### src/rtl/victory_pkg.sv
// Shared types, state encodings and default parameters for the victory tracker.
// Scores are 2 bits wide, so a configured win target must be 3 or less.
package victory_pkg;

  localparam int unsigned DEF_WIN_TARGET        = 2;
  localparam int unsigned DEF_MAX_MATCHES       = 5;
  localparam int unsigned DEF_NEXT_DELAY_CYCLES = 200_000_000;

  typedef enum logic [1:0] {
    TIE = 2'b00,
    P1  = 2'b01,
    P2  = 2'b10
  } win_t;

  typedef logic [2:0] state_t;

  localparam state_t ST_IDLE    = 3'd0;
  localparam state_t ST_PLAYING = 3'd1;
  localparam state_t ST_SCORE   = 3'd2;
  localparam state_t ST_DELAY   = 3'd3;
  localparam state_t ST_ADVANCE = 3'd4;
  localparam state_t ST_FINAL   = 3'd5;

  function automatic win_t champion_of(input logic [1:0] p1, input logic [1:0] p2);
    if (p1 > p2) return P1;
    if (p2 > p1) return P2;
    return TIE;
  endfunction

endpackage

### src/rtl/delay_counter.sv
// Free-running delay timer: counts while en is high, pulses done on the last count,
// and returns to zero whenever en drops.
module delay_counter #(
  parameter int unsigned CYCLES = 10
) (
  input  logic clk,
  input  logic rst,
  input  logic en,
  output logic done
);

  localparam int unsigned CNT_W = (CYCLES > 1) ? $clog2(CYCLES) : 1;
  localparam logic [CNT_W-1:0] LAST_CNT = CNT_W'(CYCLES - 1);

  logic [CNT_W-1:0] cnt_q;

  assign done = en && (cnt_q == LAST_CNT);

  always_ff @(posedge clk or posedge rst) begin
    if (rst) begin
      cnt_q <= '0;
    end else if (!en || done) begin
      cnt_q <= '0;
    end else begin
      cnt_q <= cnt_q + 1'b1;
    end
  end

endmodule

### src/rtl/victory_tracker_fsm.sv
// Best-of-N series tracker: scores each match and decides when the series ends.
// Define VICTORY_AUTO_ADVANCE_EN for timed advance; otherwise confirm advances.
module victory_tracker_fsm
  import victory_pkg::*;
#(
  parameter int unsigned WIN_TARGET        = DEF_WIN_TARGET,
  parameter int unsigned MAX_MATCHES       = DEF_MAX_MATCHES,
  parameter int unsigned NEXT_DELAY_CYCLES = DEF_NEXT_DELAY_CYCLES
) (
  input  logic       clk,
  input  logic       rst,
  input  logic       start,
  input  logic       restart,
  input  logic       game_end,
  input  logic [1:0] game_win,
  input  logic       confirm,
  output logic       next_match,
  output logic       final_state,
  output logic [1:0] champion,
  output logic [1:0] p1_score,
  output logic [1:0] p2_score,
  output logic [2:0] match_num
);

  localparam logic [1:0] WIN_TGT   = 2'(WIN_TARGET);
  localparam logic [2:0] MAX_MATCH = 3'(MAX_MATCHES);

  state_t     state_q, state_d;
  logic [1:0] win_q, win_d;
  logic [1:0] p1_q, p1_d;
  logic [1:0] p2_q, p2_d;
  logic [2:0] match_q, match_d;
  logic       final_q, final_d;
  logic [1:0] champ_q, champ_d;
  logic       next_q, next_d;
  logic       advance;

`ifdef VICTORY_AUTO_ADVANCE_EN
  logic delay_en;
  logic delay_done;
  logic unused_confirm;

  assign unused_confirm = confirm;

  // Timing window opens in SCORE so next_match lands NEXT_DELAY_CYCLES after scoring.
  assign delay_en = ((state_q == ST_SCORE) || (state_q == ST_DELAY)) && !restart;

  delay_counter #(
    .CYCLES (NEXT_DELAY_CYCLES)
  ) u_delay_counter (
    .clk  (clk),
    .rst  (rst),
    .en   (delay_en),
    .done (delay_done)
  );

  assign advance = delay_done;
`else
  logic confirm_q;
  logic unused_delay_cfg;

  assign unused_delay_cfg = (NEXT_DELAY_CYCLES == 0);

  // Button pulse is registered once before it steers the FSM.
  always_ff @(posedge clk or posedge rst) begin
    if (rst) begin
      confirm_q <= 1'b0;
    end else begin
      confirm_q <= confirm;
    end
  end

  assign advance = confirm_q;
`endif

  always_comb begin
    state_d = state_q;
    win_d   = win_q;
    p1_d    = p1_q;
    p2_d    = p2_q;
    match_d = match_q;
    final_d = final_q;
    champ_d = champ_q;
    next_d  = 1'b0;

    if (restart && (state_q != ST_IDLE)) begin
      state_d = ST_IDLE;
      win_d   = TIE;
      p1_d    = '0;
      p2_d    = '0;
      match_d = '0;
      final_d = 1'b0;
      champ_d = TIE;
    end else begin
      case (state_q)
        ST_IDLE: begin
          if (start) begin
            state_d = ST_PLAYING;
            p1_d    = '0;
            p2_d    = '0;
            match_d = 3'd1;
          end
        end
        ST_PLAYING: begin
          if (game_end) begin
            win_d   = game_win;
            state_d = ST_SCORE;
          end
        end
        ST_SCORE: begin
          p1_d = p1_q + ((win_q == P1) ? 2'd1 : 2'd0);
          p2_d = p2_q + ((win_q == P2) ? 2'd1 : 2'd0);
          if ((p1_d == WIN_TGT) || (p2_d == WIN_TGT) || (match_q == MAX_MATCH)) begin
            state_d = ST_FINAL;
            final_d = 1'b1;
            champ_d = champion_of(p1_d, p2_d);
          end else begin
            state_d = ST_DELAY;
          end
        end
        ST_DELAY: begin
          if (advance) begin
            state_d = ST_ADVANCE;
            next_d  = 1'b1;
            match_d = match_q + 3'd1;
          end
        end
        ST_ADVANCE: begin
          state_d = ST_PLAYING;
        end
        ST_FINAL: begin
          state_d = ST_FINAL;
        end
        default: begin
          state_d = ST_IDLE;
        end
      endcase
    end
  end

  always_ff @(posedge clk or posedge rst) begin
    if (rst) begin
      state_q <= ST_IDLE;
      win_q   <= TIE;
      p1_q    <= '0;
      p2_q    <= '0;
      match_q <= '0;
      final_q <= 1'b0;
      champ_q <= TIE;
      next_q  <= 1'b0;
    end else begin
      state_q <= state_d;
      win_q   <= win_d;
      p1_q    <= p1_d;
      p2_q    <= p2_d;
      match_q <= match_d;
      final_q <= final_d;
      champ_q <= champ_d;
      next_q  <= next_d;
    end
  end

  assign next_match  = next_q;
  assign final_state = final_q;
  assign champion    = champ_q;
  assign p1_score    = p1_q;
  assign p2_score    = p2_q;
  assign match_num   = match_q;

endmodule

### config.mk
export PLATFORM = sky130hd
export DESIGN_NAME = victory_tracker_fsm
export DESIGN_NICKNAME = d
export VERILOG_FILES = /design/src/rtl/victory_pkg.sv /design/src/rtl/delay_counter.sv /design/src/rtl/victory_tracker_fsm.sv
export SDC_FILE = /design/constraint.sdc
export NUM_CORES = 1
export LEC_CHECK = 0
export CAP_MARGIN = 10
export CORE_MARGIN = 2
export CORE_UTILIZATION = 35
export CTS_BUF_LIST = sky130_fd_sc_hd__clkbuf_16
export DETAILED_ROUTE_END_ITERATION = 16
export SLEW_MARGIN = 5
export SYNTH_ARGS = -nofsm -noshare
export SYNTH_HDL_FRONTEND = slang
export SYNTH_SLANG_ARGS = --single-unit
### constraint.sdc
create_clock -name clk -period 1.7 [get_ports clk]
set_clock_uncertainty 0.1 [all_clocks]
set_input_delay 0.17 -clock clk [delete_from_list [all_inputs] [get_ports clk]]
set_output_delay 0.17 -clock clk [all_outputs]
set_load 0.01 [all_outputs]
==> impl_metrics.toml <==
[critical_path]
crit_fanout = 3
max_stage_delay_ns = 0.42
critPathBufInv = 1
path_class = "flop to flop"
r2r_start = "win_q[0]"
crit_arrival_ns = 1.86
start_kind = "flop"
crit_chain = "nor2b_4 -> ha_4 -> xnor2_4 -> inv_2 -> ha_4 -> a21oi_4 -> a211o_1 -> mux2i_1"
crit_family = "adder cells"
worst_setup_path_end_kind = "flop"
path_common_cell = "ha_4"
worstSetupStartpoint = "win_q[0]"
required_ns = 1.77
cpMaxStageDelayCell = "dfrtp_1"

[floorplan]
die_w_um = 58.9
fp.dieH_um = 58.9
rows = 19
start_util_pct = 37.6
core_area_um2 = 2810
io_pins = 19
dieArea_um2 = 3470

[global_route]
antenna_found_initial = 0
grt_pass1_vias = 970
track_usage_pct = 17.3
grt_max_degree = 18
grt_pass1_wl_um = 4540
overflow = 0

[placement]
post_dp_cell_area_um2 = 1350
hpwl_um = 1800
gp_congestion = 0.816
port_buffers = 18

[pwr]
p_per_area_nw_per_um2 = 1220
fin_total_pwr_mw = 1.92
ir_worst_vdd_mv = 0.712
leakage_nw = 0.670

[route]
highest_layer = "met4"
drt-initial-drc-count = 28
wl_met3_um = 138
vias = 987
drt_wl_total_um = 2610
wl_met2_um = 1340
wl_met1_um = 1110
postRouteAntennaNets = 0
wl_per_cell_um = 14.2
drc = 0
dr.pass1.iters = 4
viasPerCell = 5.36

[finish]
antennaDiodeCount = 0
fin_util_pct = 56.1
final_cell_mix = "18 x clkdlybuf4s50_1, 17 x dfrtp_1, 17 x buf_4"
fin_area_um2 = 1570
syn2layout_area_growth_pct = 49.4
layout_commonest_cell = "clkdlybuf4s50_1"
layout-drive-gt1-share_pct = 24.8
final_nets = 168

[yosys]
synth_top_area_share_pct = 40.4
synth_enable_flop_cells = 0
ys_async_sr_fraction_pct = 100
ys_ff_latch = 17
yosysWarnings = 0
synth_area_leaders = "dfrtp_1 40%, ha_1 7.1%, o21ai_0 5.2%"
synthCells = 119
synthesis.area_um2 = 1050
avgSynthCellArea_um2 = 8.85
synth_nets = 133
synth_seq_area_share_pct = 40.4
yosys.area.top_type = "dfrtp_1"
synthFlopType = "dfrtp_1"
synth_cell_types = 39

[clock_tree]
cts_root_buffer = "clkbuf_16"
cts.htree.levels = 1
cts_sinks = 17
clk_latency_ns = 0.25
cts-buffers-inserted = 3
clk_pin_slew_ns = 0.05
ctsHoldBuffers = 0
cts_tree = "done"
clockBufferDepth = 2

[timing]
setup_viol = 3
setup_tns_ns = -0.183
slew_headroom_pct = 72.2
max_freq_mhz = 559
fin_ws_ns = -0.0883
rsz0062_at_grt = "yes"
fin_crit_ns = 1.79
tightestPinTransition_ns = 0.417
slew_violations = 0
timing.final.hold_violations = 0
min_period_over_period_pct = 105

[run_status]
violations = "negative setup slack"
outcome = "complete, but fails checks"

[flow_run]
drv_cap = 0

[min_path]
min_path_type = "input pin to asynchronous set/reset pin"
-- what timing repair did --
item                                    in CTS  in global routing
gates cloned                                 0                  0
endpoints found under the setup margin       3                  4
pin swaps                                    4                  3
endpoints found under the hold margin        0                  0
resized for setup                           16                  3
setup buffers                                2                  3
-- final cells by class --
cell class,count,area [um^2]
fillers,266,1230
multi-input cells,87,674
flip-flops and latches,17,425
repair buffers,36,319
clock buffers,3,75.1
well taps,31,38.8
inverters,9,33.8
clock inverters,1,7.51
-- path summary, 6_finish.rpt --
path | endpoint | slack [ns] | cells after the start
setup / recovery | champion[1] | -0.09 | 8
hold / removal | final_state | 0.14 | 3
setup reg to reg | champion[1] | -0.09 | 8
hold reg to reg | champion[1] | 0.43 | 2
max in group asynchronous | win_q[1] | 1.17 | 3
min in group clk | advance | 0.26 | 1
-- synth_stat cells (2+ instances only) --
cell      number
a21oi_1        4
o211ai_1       2
xor2_1         2
nor3_1         4
dfrtp_1       17
a31oi_1        2
nor2b_1        5
ha_1           6
mux2i_1        2
nand2_1       12
buf_2          3
nor2_1         7
nand3_1        4
o21ai_0       11
a22o_1         2
nand2b_1       2
a22oi_1        3
xnor2_1        2
inv_1          9
-- power by group --
part / total (mW) / leakage (nW) / internal [mW] / switching [mW]
Combinational: 0.884 / 0.404 / 0.438 / 0.446
Sequential: 0.563 / 0.229 / 0.471 / 0.0915
Clock: 0.476 / 0.0371 / 0.317 / 0.159
Total: 1.92 / 0.670 / 1.23 / 0.696
-- cell families (layout without fill, tap and decap cells) --
kind of cell | after synthesis | in the layout | synth area share [%]
AND/OR/NAND/NOR | 43 | 43 | 21.4
adder cells (fa/ha/maj) | 6 | 6 | 7.13
buffers and inverters | 15 | 49 | 6.53
multiplexers | 2 | 2 | 1.90
AO/OA/AOI/OAI | 32 | 32 | 19.4
XOR/XNOR | 4 | 4 | 3.33
flip-flops | 17 | 17 | 40.4
-- per-stage QoR --
stage | hold WS [ns] | std cells | setup WS, ns
after global routing | 0.168 | 184 | -0.182
after CTS | 0.143 | 181 | -0.116
after global placement | 0.405 | 175 | -0.0654
after detailed placement | 0.410 | 175 | -0.145
final | 0.136 | 184 | -0.0883
after floorplan | -0.00393 | 119 | 0.00340
-- worst min-delay path: cells and delay by family --
family,cells,cell delay [ns]
buffers and inverters,3,0.68
-- flip-flops by register name, indices dropped and copies added (netlist names) --
signal	cells
final_state	1
advance	1
next_match	1
state_q	3
p1_score	2
p2_score	2
match_num	3
win_q	2
champion	2
-- layer usage --
layer  global-route usage (%)  vias to the layer above
met3                     4.84                        4
met2                     28.9                       34
met1                     22.1                      464
met4                     4.55                        0
li1                         -                      485
met5                        0                        -
(Power assumes the default switching activity.)
